### src/rtl/mc_ctrl_pkg.sv
// Shared encodings for the multi-cycle RV32I controller:
// opcodes, function fields, FSM states and datapath mux codes.
package mc_ctrl_pkg;

   localparam logic [6:0] OP_LOAD  = 7'b0000011;
   localparam logic [6:0] OP_STORE = 7'b0100011;
   localparam logic [6:0] OP_R     = 7'b0110011;
   localparam logic [6:0] OP_I     = 7'b0010011;
   localparam logic [6:0] OP_BR    = 7'b1100011;
   localparam logic [6:0] OP_JAL   = 7'b1101111;
   localparam logic [6:0] OP_JALR  = 7'b1100111;
   localparam logic [6:0] OP_LUI   = 7'b0110111;

   localparam logic [2:0] F3_ADD  = 3'b000;
   localparam logic [2:0] F3_SLL  = 3'b001;
   localparam logic [2:0] F3_SLT  = 3'b010;
   localparam logic [2:0] F3_SLTU = 3'b011;
   localparam logic [2:0] F3_XOR  = 3'b100;
   localparam logic [2:0] F3_SR   = 3'b101;
   localparam logic [2:0] F3_OR   = 3'b110;
   localparam logic [2:0] F3_AND  = 3'b111;

   localparam logic [2:0] F3_BEQ  = 3'b000;
   localparam logic [2:0] F3_BNE  = 3'b001;
   localparam logic [2:0] F3_BLT  = 3'b100;
   localparam logic [2:0] F3_BGE  = 3'b101;
   localparam logic [2:0] F3_BLTU = 3'b110;
   localparam logic [2:0] F3_BGEU = 3'b111;

   localparam logic [6:0] F7_BASE   = 7'b0000000;
   localparam logic [6:0] F7_ALT    = 7'b0100000;
   localparam logic [6:0] F7_MULDIV = 7'b0000001;

   typedef enum logic [3:0] {
      S_FETCH    = 4'd0,
      S_DECODE   = 4'd1,
      S_MEMADR   = 4'd2,
      S_MEMRD    = 4'd3,
      S_MEMWB    = 4'd4,
      S_MEMWR    = 4'd5,
      S_EXEC_R   = 4'd6,
      S_EXEC_I   = 4'd7,
      S_ALUWB    = 4'd8,
      S_BRANCH   = 4'd9,
      S_JAL      = 4'd10,
      S_JALR     = 4'd11,
      S_JWB      = 4'd12,
      S_LUI      = 4'd13,
      S_TRAP     = 4'd14,
      S_EXEC_MUL = 4'd15
   } state_t;

   localparam logic [3:0] ALU_ADD  = 4'd0;
   localparam logic [3:0] ALU_SUB  = 4'd1;
   localparam logic [3:0] ALU_AND  = 4'd2;
   localparam logic [3:0] ALU_OR   = 4'd3;
   localparam logic [3:0] ALU_XOR  = 4'd4;
   localparam logic [3:0] ALU_SLT  = 4'd5;
   localparam logic [3:0] ALU_SLTU = 4'd6;
   localparam logic [3:0] ALU_MUL  = 4'd8;

   localparam logic [2:0] IMM_I = 3'd0;
   localparam logic [2:0] IMM_S = 3'd1;
   localparam logic [2:0] IMM_B = 3'd2;
   localparam logic [2:0] IMM_J = 3'd3;
   localparam logic [2:0] IMM_U = 3'd4;

   localparam logic [1:0] RES_ALUOUT = 2'd0;
   localparam logic [1:0] RES_MEM    = 2'd1;
   localparam logic [1:0] RES_ALU    = 2'd2;
   localparam logic [1:0] RES_IMM    = 2'd3;

   localparam logic [1:0] SRCA_PC    = 2'd0;
   localparam logic [1:0] SRCA_OLDPC = 2'd1;
   localparam logic [1:0] SRCA_RS1   = 2'd2;

   localparam logic [1:0] SRCB_RS2  = 2'd0;
   localparam logic [1:0] SRCB_IMM  = 2'd1;
   localparam logic [1:0] SRCB_FOUR = 2'd2;

endpackage

### src/rtl/multicycle_controller_alu_decoder.sv
// Combinational ALU operation decoder for R-type and I-type ALU ops.
// Flags shifts and unknown func7 patterns as illegal.
module alu_decoder
   import mc_ctrl_pkg::*;
#(
   parameter int W = 3
) (
   input  logic [2:0]   func3,
   input  logic [6:0]   func7,
   input  logic         is_rtype,
   output logic [W-1:0] alu_ctl,
   output logic         illegal
);

   logic f7_ok;

   // I-type ignores func7; R-type allows only base, or alt with sub
   assign f7_ok = !is_rtype || (func7 == F7_BASE) ||
                  ((func7 == F7_ALT) && (func3 == F3_ADD));

   always_comb begin
      alu_ctl = W'(ALU_ADD);
      illegal = 1'b0;
      unique case (func3)
         F3_ADD:
            if (is_rtype && (func7 == F7_ALT))
               alu_ctl = W'(ALU_SUB);
         F3_SLT:  alu_ctl = W'(ALU_SLT);
         F3_SLTU: alu_ctl = W'(ALU_SLTU);
         F3_XOR:  alu_ctl = W'(ALU_XOR);
         F3_OR:   alu_ctl = W'(ALU_OR);
         F3_AND:  alu_ctl = W'(ALU_AND);
         default: illegal = 1'b1;
      endcase
      if (!f7_ok)
         illegal = 1'b1;
      if (illegal)
         alu_ctl = W'(ALU_ADD);
   end

endmodule

### src/rtl/multicycle_controller.sv
// Multi-cycle RV32I control FSM with memory ready handshake and trap state.
// Define MUL_EXT_EN to add a fixed-latency EXEC_MUL state for mul.
module multicycle_controller
   import mc_ctrl_pkg::*;
#(
   parameter int ALUCTL_W = 3,
   parameter int MUL_LAT  = 4
) (
   input  logic                clk,
   input  logic                rst,
   input  logic [6:0]          op,
   input  logic [2:0]          func3,
   input  logic [6:0]          func7,
   input  logic                zero,
   input  logic                lt,
   input  logic                ltu,
   input  logic                mem_ready,
   output logic                mem_req,
   output logic                MemWrite,
   output logic                AdrSrc,
   output logic                IRWrite,
   output logic                PCWrite,
   output logic                RegWrite,
   output logic [1:0]          ResultSrc,
   output logic [1:0]          ALUSrcA,
   output logic [1:0]          ALUSrcB,
   output logic [ALUCTL_W-1:0] ALUControl,
   output logic [2:0]          ImmSrc,
   output logic                illegal_instr
);

   state_t state, nxt;

   logic [ALUCTL_W-1:0] dec_ctl;
   logic                dec_ill;
   logic                taken;
   logic                br_ok;
   logic                is_mul;

   alu_decoder #(.W(ALUCTL_W)) u_dec (
      .func3    (func3),
      .func7    (func7),
      .is_rtype (op == OP_R),
      .alu_ctl  (dec_ctl),
      .illegal  (dec_ill)
   );

   always_comb begin
      taken = 1'b0;
      br_ok = 1'b1;
      unique case (func3)
         F3_BEQ:  taken = zero;
         F3_BNE:  taken = ~zero;
         F3_BLT:  taken = lt;
         F3_BGE:  taken = ~lt;
         F3_BLTU: taken = ltu;
         F3_BGEU: taken = ~ltu;
         default: br_ok = 1'b0;
      endcase
   end

`ifdef MUL_EXT_EN
   logic [3:0] mul_cnt;

   assign is_mul = (op == OP_R) && (func7 == F7_MULDIV) &&
                   (func3 == F3_ADD);

   // counts remaining EXEC_MUL cycles; zero means the product is ready
   always_ff @(posedge clk or posedge rst) begin
      if (rst)
         mul_cnt <= 4'd0;
      else if ((state == S_DECODE) && (nxt == S_EXEC_MUL))
         mul_cnt <= 4'(MUL_LAT - 1);
      else if ((state == S_EXEC_MUL) && (mul_cnt != 4'd0))
         mul_cnt <= mul_cnt - 4'd1;
   end
`else
   assign is_mul = 1'b0;
`endif

   always_ff @(posedge clk or posedge rst) begin
      if (rst)
         state <= S_FETCH;
      else
         state <= nxt;
   end

   always_comb begin
      nxt           = state;
      mem_req       = 1'b0;
      MemWrite      = 1'b0;
      AdrSrc        = 1'b0;
      IRWrite       = 1'b0;
      PCWrite       = 1'b0;
      RegWrite      = 1'b0;
      ResultSrc     = RES_ALUOUT;
      ALUSrcA       = SRCA_PC;
      ALUSrcB       = SRCB_RS2;
      ALUControl    = ALUCTL_W'(ALU_ADD);
      ImmSrc        = IMM_I;
      illegal_instr = 1'b0;

      case (state)
         S_FETCH: begin
            mem_req   = 1'b1;
            ALUSrcB   = SRCB_FOUR;
            ResultSrc = RES_ALU;
            if (mem_ready) begin
               IRWrite = 1'b1;
               PCWrite = 1'b1;
               nxt     = S_DECODE;
            end
         end
         S_DECODE: begin
            ALUSrcA = SRCA_OLDPC;
            ALUSrcB = SRCB_IMM;
            ImmSrc  = IMM_B;
            case (op)
               OP_LOAD, OP_STORE: nxt = S_MEMADR;
               OP_R:    nxt = is_mul ? S_EXEC_MUL : S_EXEC_R;
               OP_I:    nxt = S_EXEC_I;
               OP_BR:   nxt = S_BRANCH;
               OP_JAL:  nxt = S_JAL;
               OP_JALR: nxt = S_JALR;
               OP_LUI:  nxt = S_LUI;
               default: nxt = S_TRAP;
            endcase
         end
         S_MEMADR: begin
            ALUSrcA = SRCA_RS1;
            ALUSrcB = SRCB_IMM;
            ImmSrc  = (op == OP_STORE) ? IMM_S : IMM_I;
            nxt     = (op == OP_STORE) ? S_MEMWR : S_MEMRD;
         end
         S_MEMRD: begin
            mem_req = 1'b1;
            AdrSrc  = 1'b1;
            if (mem_ready)
               nxt = S_MEMWB;
         end
         S_MEMWB: begin
            RegWrite  = 1'b1;
            ResultSrc = RES_MEM;
            nxt       = S_FETCH;
         end
         S_MEMWR: begin
            mem_req  = 1'b1;
            MemWrite = 1'b1;
            AdrSrc   = 1'b1;
            if (mem_ready)
               nxt = S_FETCH;
         end
         S_EXEC_R: begin
            ALUSrcA    = SRCA_RS1;
            ALUControl = dec_ctl;
            nxt        = dec_ill ? S_TRAP : S_ALUWB;
         end
         S_EXEC_I: begin
            ALUSrcA    = SRCA_RS1;
            ALUSrcB    = SRCB_IMM;
            ALUControl = dec_ctl;
            nxt        = dec_ill ? S_TRAP : S_ALUWB;
         end
         S_ALUWB: begin
            RegWrite = 1'b1;
            nxt      = S_FETCH;
         end
         S_BRANCH: begin
            ALUSrcA    = SRCA_RS1;
            ALUControl = ALUCTL_W'(ALU_SUB);
            PCWrite    = taken && br_ok;
            nxt        = br_ok ? S_FETCH : S_TRAP;
         end
         S_JAL, S_JALR: begin
            ALUSrcA   = (state == S_JAL) ? SRCA_OLDPC : SRCA_RS1;
            ALUSrcB   = SRCB_IMM;
            ImmSrc    = (state == S_JAL) ? IMM_J : IMM_I;
            ResultSrc = RES_ALU;
            PCWrite   = 1'b1;
            nxt       = S_JWB;
         end
         S_JWB: begin
            ALUSrcA   = SRCA_OLDPC;
            ALUSrcB   = SRCB_FOUR;
            ResultSrc = RES_ALU;
            RegWrite  = 1'b1;
            nxt       = S_FETCH;
         end
         S_LUI: begin
            ImmSrc    = IMM_U;
            ResultSrc = RES_IMM;
            RegWrite  = 1'b1;
            nxt       = S_FETCH;
         end
`ifdef MUL_EXT_EN
         S_EXEC_MUL: begin
            ALUSrcA    = SRCA_RS1;
            ALUControl = ALUCTL_W'(ALU_MUL);
            if (mul_cnt == 4'd0)
               nxt = S_ALUWB;
         end
`endif
         S_TRAP: illegal_instr = 1'b1;
         default: nxt = S_TRAP;
      endcase

      // reset drops every strobe immediately, including a pending request
      if (rst) begin
         mem_req       = 1'b0;
         MemWrite      = 1'b0;
         AdrSrc        = 1'b0;
         IRWrite       = 1'b0;
         PCWrite       = 1'b0;
         RegWrite      = 1'b0;
         ResultSrc     = RES_ALUOUT;
         ALUSrcA       = SRCA_PC;
         ALUSrcB       = SRCB_RS2;
         ALUControl    = ALUCTL_W'(ALU_ADD);
         ImmSrc        = IMM_I;
         illegal_instr = 1'b0;
      end
   end

endmodule

### config.mk
export PLATFORM = sky130hd
export DESIGN_NAME = multicycle_controller
export DESIGN_NICKNAME = d
export VERILOG_FILES = /design/src/rtl/mc_ctrl_pkg.sv /design/src/rtl/multicycle_controller_alu_decoder.sv /design/src/rtl/multicycle_controller.sv
export SDC_FILE = /design/constraint.sdc
export NUM_CORES = 1
export LEC_CHECK = 0
export BUFFER_PORTS_ARGS = -buffer_cell sky130_fd_sc_hd__buf_4
export CAP_MARGIN = 20
export CORE_AREA = 2 2 46 48
export CTS_CLUSTER_DIAMETER = 200
export DETAILED_ROUTE_END_ITERATION = 7
export DIE_AREA = 0 0 48 50
export PLACE_DENSITY = 0.82
export SYNTH_ARGS = -nofsm -noshare
export SYNTH_HDL_FRONTEND = slang
export SYNTH_SLANG_ARGS = --single-unit
### constraint.sdc
create_clock -name clk -period 2 [get_ports clk]
set_clock_uncertainty 0.1 [all_clocks]
set_input_delay 0 -clock clk [delete_from_list [all_inputs] [get_ports clk]]
set_output_delay 0 -clock clk [all_outputs]
set_load 0.02 [all_outputs]
Word-level counts from Yosys, hierarchy flattened
Index checks and enable logic that the tools add are counted.
{ "totals": {"regBits": 4, "out_inout_bits": 19, "elab_cells": 104} }
{ "op_classes": {"eq_ne": 33, "muxes": 43, "n_bitwise": 4, "reduce_logical": 23} }
{ "op_table": {"columns": ["cell", "n"], "rows": [
  ["case mux 4 bit (10 select lines)", 1],
  ["== test 4 bit (second input constant)", 7],
  ["== test 7 x 6 -> 1 bit (second input constant)", 4],
  ["case mux 4 bit (7 select lines)", 1],
  ["== test 7 bit (second input constant)", 3],
  ["two-way mux 1 bit", 19],
  ["case mux 3 bit (6 select lines)", 1],
  ["== test 4 x 3 -> 1 bit (second input constant)", 4],
  ["two-way mux 4 bit", 4],
  ["two-way mux 3 bit", 5],
  ["== test 3 bit (second input constant)", 4],
  ["case mux 2 bit (3 select lines)", 2],
  ["case mux 3 bit (4 select lines)", 1],
  ["OR reduction 2 bit", 6],
  ["OR reduction 4 bit", 3],
  ["OR reduction 6 bit", 2],
  ["two-way mux 2 bit", 5],
  ["== test 4 x 2 -> 1 bit (second input constant)", 2],
  ["== test 7 x 2 -> 1 bit (second input constant)", 1],
  ["== test 7 x 5 -> 1 bit (second input constant)", 1],
  ["logical NOT 7 bit", 1],
  ["== test 3 x 2 -> 1 bit (second input constant)", 2],
  ["!= test 2 bit (second input constant)", 3],
  ["case mux 1 bit (6 select lines)", 1],
  ["14 further kinds", 20]
]} }

Logic depth before layout (Yosys ltp)
Gate-level depths: netlist (run 1).
{ "logic_depth": {"depth_word": 8, "ltp_mapped": 6} }

Modules after synthesis
A second synthesis (run 1) with hierarchy kept.
{ "unflattened": {"hier_cells": 129, "hier_area_um2": 902.1} }
{ "by_module_without_submodules": {"columns": ["module", "n_inst", "cells_each", "area_per_inst_um2"], "rows": [
  ["multicycle_controller", 1, 110, 773.2],
  ["alu_decoder", 1, 19, 128.9]
]} }

Worst setup path after synthesis (run 1)
Ideal clock, no wire load.
{ "synth_timing": {"path_kind": "reg-to-output", "from": "reg state[0]", "to": "out PCWrite", "arrival_ns": 1.534, "slack_ns": 0.366, "path_stages_with_launch": 7, "n_path_buf": 1, "path_cell_list": "dfrtp_1 > clkbuf_1 > nor2_1 > nand2_1 > nor2_1 > a21oi_1 > o32ai_1"} }
{ "synth_via": {"elab_chain_cells": 4, "word_cells_on_any_way": 7, "cone_classes": "eq/ne: 3; mux: 2; reduce/logical: 2"} }
{ "synth_lines": {"columns": ["element", "line_no", "source"], "rows": [
  ["from (decl)", "multicycle_controller.sv:32", "state_t state, nxt;"],
  ["from (signal assigned)", "multicycle_controller.sv:85", "state <= nxt;"],
  ["== test 4 bit", "multicycle_controller.sv:103", "case (state)"],
  ["OR reduction 2 bit", "multicycle_controller.sv:103", null],
  ["case mux 1 bit (3 select lines) *", "multicycle_controller.sv:103", null],
  ["two-way mux 1 bit *", "multicycle_controller.sv:208", "if (rst) begin"],
  ["to (decl)", "multicycle_controller.sv:22", "output logic PCWrite,"]
]} }
Every way passes the cells marked *; elsewhere a longest branch is shown, timed or not.

Worst setup path in the final report (run 1)
Ends and elaborated chain as after synthesis.

==> implementation parameters, run 1 <==
Parameter                              Value

Critical path
  Req. time, crit path ... 1.90 ns
  Critical Path Source Type ... flop
  Critical setup path kind ... flop to primary output
  Endpoint class of the critical path ... primary output
  Highest fanout seen on the critical path ... 9
  Largest stage delay, worst path ... 0.44 ns
  Crit-path slowest cell ... dfrtp_1
  Signal arrival time at the worst endpoint ... 1.70 ns
  CP most frequent cell ... buf_4
  Critical-path cell list ... buf_4 > nor2_2 > nand2_1 > nor2_1 > a21oi_1 > o32ai_1 > buf_4

STA
  Hold Vio Cnt, Final ... 0
  Setup repair after global routing missed its margin ... false
  Final Slew Violations ... 0
  Portion of the clock cycle consumed by the worst path in the final layout ... 90.1%
  Total negative setup slack ... 0 ns
  Highest clock frequency the design can meet ... 0.555 GHz
  Final setup violation count ... 0
  Worst Hold Margin ... 0.0528 ns
  Tightest slew margin relative to the limit ... 57.5%
  Post-layout minimum cycle time ... 1.80 ns
  Measured slew at the worst slew-check pin ... 0.631 ns

Synth
  Primary FF master, synth ... dfrtp_1
  Post-synth EDFFs ... 0
  Library cells used by synthesis ... 36
  Area fraction of the dominant cell type after synthesis ... 12.0%
  Syn Inst Count ... 135
  Synth Area per Inst ... 6.16 um^2
  Leading post-synthesis cells by cell area ... dfrtp_1 12%, a21oi_1 9.6%, nor2_1 9.0%
  Synthesis-stage register bit count ... 4
  Number of nets produced by synthesis ... 158
  Most frequent cells after synthesis ... 20 x nor2_1, 17 x nand2_1, 16 x a21oi_1
  Ys async rst share ... 100%
  Netlist Area Pre-Place ... 832 um^2
  YS warnings ... 0
  Most area-hungry cell type in the Yosys netlist ... dfrtp_1
  Most frequent cell after synthesis ... nor2_1
  Fraction of the yosys area taken by sequential cells ... 12.0%

Global routing
  First-pass GRT wire length ... 4190 um
  Number of antenna violations at the first check in global routing ... 0
  Via count of the first global-routing pass ... 980
  Pin count of the biggest net entering global routing ... 22
  GR Util All Layers ... 22.9%
  Global route overflow ... 0

Floorplanning
  Site Rows ... 16
  Die width ... 48 um
  Vert. Die Dim ... 50 um
  DIE AREA ... 2400 um^2
  Core Area ... 1900 um^2
  Boundary Pins ... 42
  Initial Util ... 43.8%

Route
  Routed via count divided by cell count ... 5.59
  Final WL ... 2470 um
  DRT antenna net count ... 0
  Vias ... 1135
  TritonRoute pass-1 iters ... 4
  Drt first-iter violations ... 35
  Routed wire length per instance ... 12.2 um
  Post-route DRC ... 0

Finish
  Biggest registers after layout ... state (4)
  Final design utilization ... 63.6%
  Area added between synthesis and finish ... 45.4%
  Nets ... 201
  Max FFs per register ... 4
  Final antenna diode count ... 0
  Register name with the most flops ... state
  Fraction of layout instances using a drive strength above 1 ... 31.3%

Clock network
  Number of post-CTS setup repair buffers ... 0
  CTS sink count ... 4
  Max H-tree Level ... 1
  Latest clock arrival within the worst-skew pair ... 0.23 ns
  Clock-pin transition on the worst setup and hold timing paths ... 0.04 ns
  Inserted Clock Buffers ... 3
  Clock tree from TritonCTS ... built
  Root Buffer Master ... clkbuf_4
  Longest Clk Path Bufs ... 2

Power
  Standby leakage power ... 0.540 nW
  Total power per unit cell area ... 1090 nW/um^2
  VDD IR max ... 0.448 mV

Flow run
  Max-cap violation count ... 0

Place
  Count of buffers inserted at the top-level ports ... 41
  Detail Placement HPWL ... 1930 um
  Routability Congestion ... 0.846

Worst hold path
  Path type of the worst min-delay path ... input pin to flop

Outcome
  Status ... complete, no violations
-- power by group --
group          internal (mW)  switching [mW]
registers              0.118          0.0659
logic                  0.433           0.602
clock network         0.0671          0.0325
total                  0.619           0.700
-- placed cells by master (no fill, tap or decap), drive strengths merged, types with 4 or more instances in the layout --
master,instances
nand2b,5
nor4,5
a21oi,17
a31oi,4
dfrtp,4
nand2,17
nor3,9
o21ai,8
buf,46
inv,4
nor2b,5
nor2,20
-- cells by family (layout without fill, tap and decap cells) --
kind of cell    count (synthesis)  count (layout)  synth area share, %
xor+xnor                        4               4                 4.21
compound gates                 40              40                 29.2
simple gates                   73              73                 47.2
flops                           4               4                 12.0
buf+inv                        13              54                 6.16
mux                             1               1                 1.20
-- through the flow --
stage	power, mW	setup WS, ns	instance area [um^2]	instances
global placement	1.17	0.421	1170	199
detailed placement	1.19	0.361	1170	199
finish	1.32	0.198	1210	203
CTS	1.30	0.175	1210	203
global route	1.45	0.0637	1210	203
floorplan	0.867	0.366	832	135
-- cell type report --
cell class | count | area [um^2]
well taps | 27 | 33.8
multi-input cells | 118 | 683
inverters | 4 | 15.0
repair buffers | 47 | 355
flip-flops and latches | 4 | 100
fillers | 195 | 692
clock buffers | 3 | 22.5
-- routing by layer --
layer	part of all wire, %	track usage [%]
met5	0	0
met4	1.7	7.21
met3	8.2	2.20
met2	50	37.1
met1	40	30.7
-- critical path, delay by kind of cell (launching register included) --
family / cells / cell delay, ns
buffers and inverters: 2 / 0.39
DFF: 1 / 0.44
and+or+nand+nor: 3 / 0.32
AOI/OAI and AO/OA: 2 / 0.31
-- final timing paths --
path / from / end / slack (ns) / cells past startpoint
worst max-delay path: state[0] / PCWrite / 0.20 / 7
worst min-delay path: mem_ready / state[2] / 0.05 / 3
worst max register to register: state[0] / state[2] / 0.34 / 5
worst min register to register: state[2] / state[0] / 0.54 / 1
max in group asynchronous: rst / state[3] / 1.42 / 3
min in group asynchronous: rst / state[0] / 0.21 / 3
-- timing repair --
item | in CTS | in global routing
hold buffers | 1 | 0
endpoints found under the hold margin | 4 | 0
gates resized for setup | 0 | 1
setup endpoints to repair | 0 | 1
Power figures use the tool's default switching activity.
==> run 2, diff against run 1 <==
Settings changed: CORE_AREA 2 2 46 48 to 2 2 53 43, DIE_AREA 0 0 48 50 to 0 0 55 45, PLACE_DENSITY 0.82 to 0.8.
==> run 2 against run 1 <==
  * Worst setup slack worse by 0.053 ns
  * Power shrank 0.30%
  * Fmax is 2.9% lower
  * Sequential power increased by 31%
  * Clock-buffer cell count is the same
  * Clock power grew 5%
  * Flip-flop and latch count unchanged
  * Combinational power is 7% lower
  * Critical path type unchanged
  * Largest cell class unchanged
==> implementation parameters, run 2 (synthesis results as in run 1) <==
Parameter                              Value

Floorplanning
  Boundary Pins ... 42 (unchanged)
  Core Area ... 1930 um^2 (was 1900 um^2)
  Vert. Die Dim ... 45 um (was 50 um)
  DIE AREA ... 2480 um^2 (was 2400 um^2)
  Site Rows ... 14 (was 16)
  Die width ... 55 um (was 48 um)
  Initial Util ... 43.2% (was 43.8%)

Place
  Routability Congestion ... 0.908 (was 0.846)
  Count of buffers inserted at the top-level ports ... 41 (unchanged)
  Detail Placement HPWL ... 1960 um (was 1930 um)
  Number of placed instances with taps included ... 196 (was 199)
  Area after DPL ... 1170 um^2 (about the same)
  Setup WS pre-CTS ... 0.238 ns (was 0.361 ns)

Clock network
  CTS sink count ... 4 (unchanged)
  Inserted Clock Buffers ... 3 (unchanged)
  Number of post-CTS setup repair buffers ... 0 (unchanged)
  Root Buffer Master ... clkbuf_4 (unchanged)
  Clock tree from TritonCTS ... built (unchanged)
  Latest clock arrival within the worst-skew pair ... 0.24 ns (was 0.23 ns)
  Longest Clk Path Bufs ... 2 (unchanged)
  Clock-pin transition on the worst setup and hold timing paths ... 0.04 ns (about the same)
  Max H-tree Level ... 1 (unchanged)

Outcome
  Status ... complete, no violations (unchanged)

STA
  Final setup violation count ... 0 (unchanged)
  Total negative setup slack ... 0 ns (unchanged)
  Highest clock frequency the design can meet ... 0.539 GHz (was 0.555 GHz)
  Hold Vio Cnt, Final ... 0 (unchanged)
  Tightest slew margin relative to the limit ... 56.2% (was 57.5%)
  Portion of the clock cycle consumed by the worst path in the final layout ... 92.7% (was 90.1%)
  Measured slew at the worst slew-check pin ... 0.650 ns (was 0.631 ns)
  Final Slew Violations ... 0 (unchanged)
  Post-layout minimum cycle time ... 1.85 ns (was 1.80 ns)
  Setup repair after global routing missed its margin ... false (unchanged)
  Worst Hold Margin ... 0.0243 ns (was 0.0528 ns)
  Setup slack of the critical path after layout ... 0.145 ns (was 0.198 ns)

Global routing
  First-pass GRT wire length ... 4100 um (was 4190 um)
  Global route overflow ... 0 (unchanged)
  Number of antenna violations at the first check in global routing ... 0 (unchanged)
  Via count of the first global-routing pass ... 978 (was 980)
  GR Util All Layers ... 22.3% (was 22.9%)
  Pin count of the biggest net entering global routing ... 17 (was 22)

Finish
  Final antenna diode count ... 0 (unchanged)
  Area added between synthesis and finish ... 44.8% (was 45.4%)
  Nets ... 201 (unchanged)
  Final standard cell area without fillers ... 1200 um^2 (was 1210 um^2)
  Max FFs per register ... 4 (unchanged)
  FF/Latch Area ... 101 um^2 (was 100 um^2)
  Total area of multi-input combinational cells ... 681 um^2 (was 683 um^2)
  Top library cells by usage in the layout, fill and taps aside ... 46 x buf_4, 20 x nor2_1, 17 x nand2_1, 16 x a21oi_1, 9 x nor3_1 (was 46 x buf_4, 19 x nor2_1, 17 x nand2_1, 16 x a21oi_1, 9 x nor3_1)
  Non-filler cells in the finished layout ... 200 (was 203)
  Most common cell after layout, fill and taps aside ... buf_4 (unchanged)
  Fraction of layout instances using a drive strength above 1 ... 31.3% (unchanged)
  Filler cell count ... 192 (was 195)
  Final design utilization ... 62.5% (was 63.6%)
  Register name with the most flops ... state (unchanged)
  Biggest registers after layout ... state (4) (unchanged)

Critical path
  Critical Path Source Type ... flop (unchanged)
  Signal arrival time at the worst endpoint ... 1.75 ns (was 1.70 ns)
  Slack of the worst reg-to-reg path ... 0.24 ns (was 0.34 ns)
  Critical setup path kind ... flop to primary output (unchanged)
  Crit-path slowest cell ... dfrtp_1 (unchanged)
  Buffers and inverters on the worst path ... 2 (unchanged)
  Req. time, crit path ... 1.90 ns (about the same)
  Critical-path cell list ... inv_1 > nand2_1 > nor3_1 > a21oi_1 > nor2_1 > buf_4 (was buf_4 > nor2_2 > nand2_1 > nor2_1 > a21oi_1 > o32ai_1 > buf_4)
  Largest delay contributor family on the critical path ... simple AND/OR/NAND/NOR gates (was flip-flops)
  Endpoint class of the critical path ... primary output (unchanged)
  Largest stage delay, worst path ... 0.49 ns (was 0.44 ns)
  Highest fanout seen on the critical path ... 12 (was 9)

Power
  Total power per unit cell area ... 1090 nW/um^2 (about the same)
  Final Total Pwr ... 1.32 mW (about the same)
  Standby leakage power ... 0.538 nW (was 0.540 nW)
  VDD IR max ... 0.606 mV (was 0.448 mV)

Route
  Final WL ... 2530 um (was 2470 um)
  Routed via count divided by cell count ... 5.85 (was 5.59)
  Routed wire length per instance ... 12.6 um (was 12.2 um)
  Vias ... 1170 (was 1135)
  DRT antenna net count ... 0 (unchanged)
  Post-route DRC ... 0 (unchanged)
  Drt first-iter violations ... 35 (unchanged)
  TritonRoute pass-1 iters ... 4 (unchanged)

Worst hold path
  Path type of the worst min-delay path ... input pin to flop (unchanged)

Flow run
  Max-cap violation count ... 0 (unchanged)
==> run 2: cell count changes in the layout (fill, tap and decap cells not counted) <==
cell,previous run,this run
nor2_2,1,0
dfrtp_1,4,3
nor2_1,19,20
dfrtp_2,0,1
==> run 2: worst paths after layout <==
path | startpoint | endpoint | cells after the start
worst max-delay path | state[3] | ALUSrcB[0] | 6
max in group asynchronous | rst | state[2] | 3
worst min register to register | state[2] | state[3] | 2
worst max register to register | state[0] | state[2] | 5
worst min-delay path | op[3] | state[0] | 4
min in group asynchronous | rst | state[3] | 3
==> run 2: power by group <==
part	leakage (nW)	total [mW]	internal (mW)	switching (mW)
logic	0.475	0.970	0.430	0.539
clock network	0.0138	0.105	0.0674	0.0373
registers	0.0495	0.241	0.119	0.121
total	0.538	1.32	0.617	0.698
==> run 2: worst register-to-register path, cell delays in order, from the launching register on <==
cell	delay (ns)
dfrtp_1	0.54
nor2b_1	0.25
or2_1	0.25
o41ai_1	0.26
a31oi_1	0.08
a31oi_1	0.20
==> run 2: cell type report <==
type	instances	share of cell area (%)
multi-input combinational	118	56.5
timing repair buffer	47	29.5
sequential	4	8.41
tap	24	2.49
clock buffer	3	1.87
inverter	4	1.25
==> run 2: repair_timing <==
action                     CTS  global route
hold buffers                 1             0
gates resized for setup      0             1
hold endpoints to repair     4             0
setup endpoints to repair    0             1
==> run 2: metal layers <==
layer / vias up / routed length [um] / global-route usage, %
met5: - / 0 / 0
met4: 0 / 19 / 6.34
met3: 4 / 205 / 3.31
met2: 54 / 1200 / 37.1
met1: 540 / 1100 / 30.0
li1: 572 / - / -
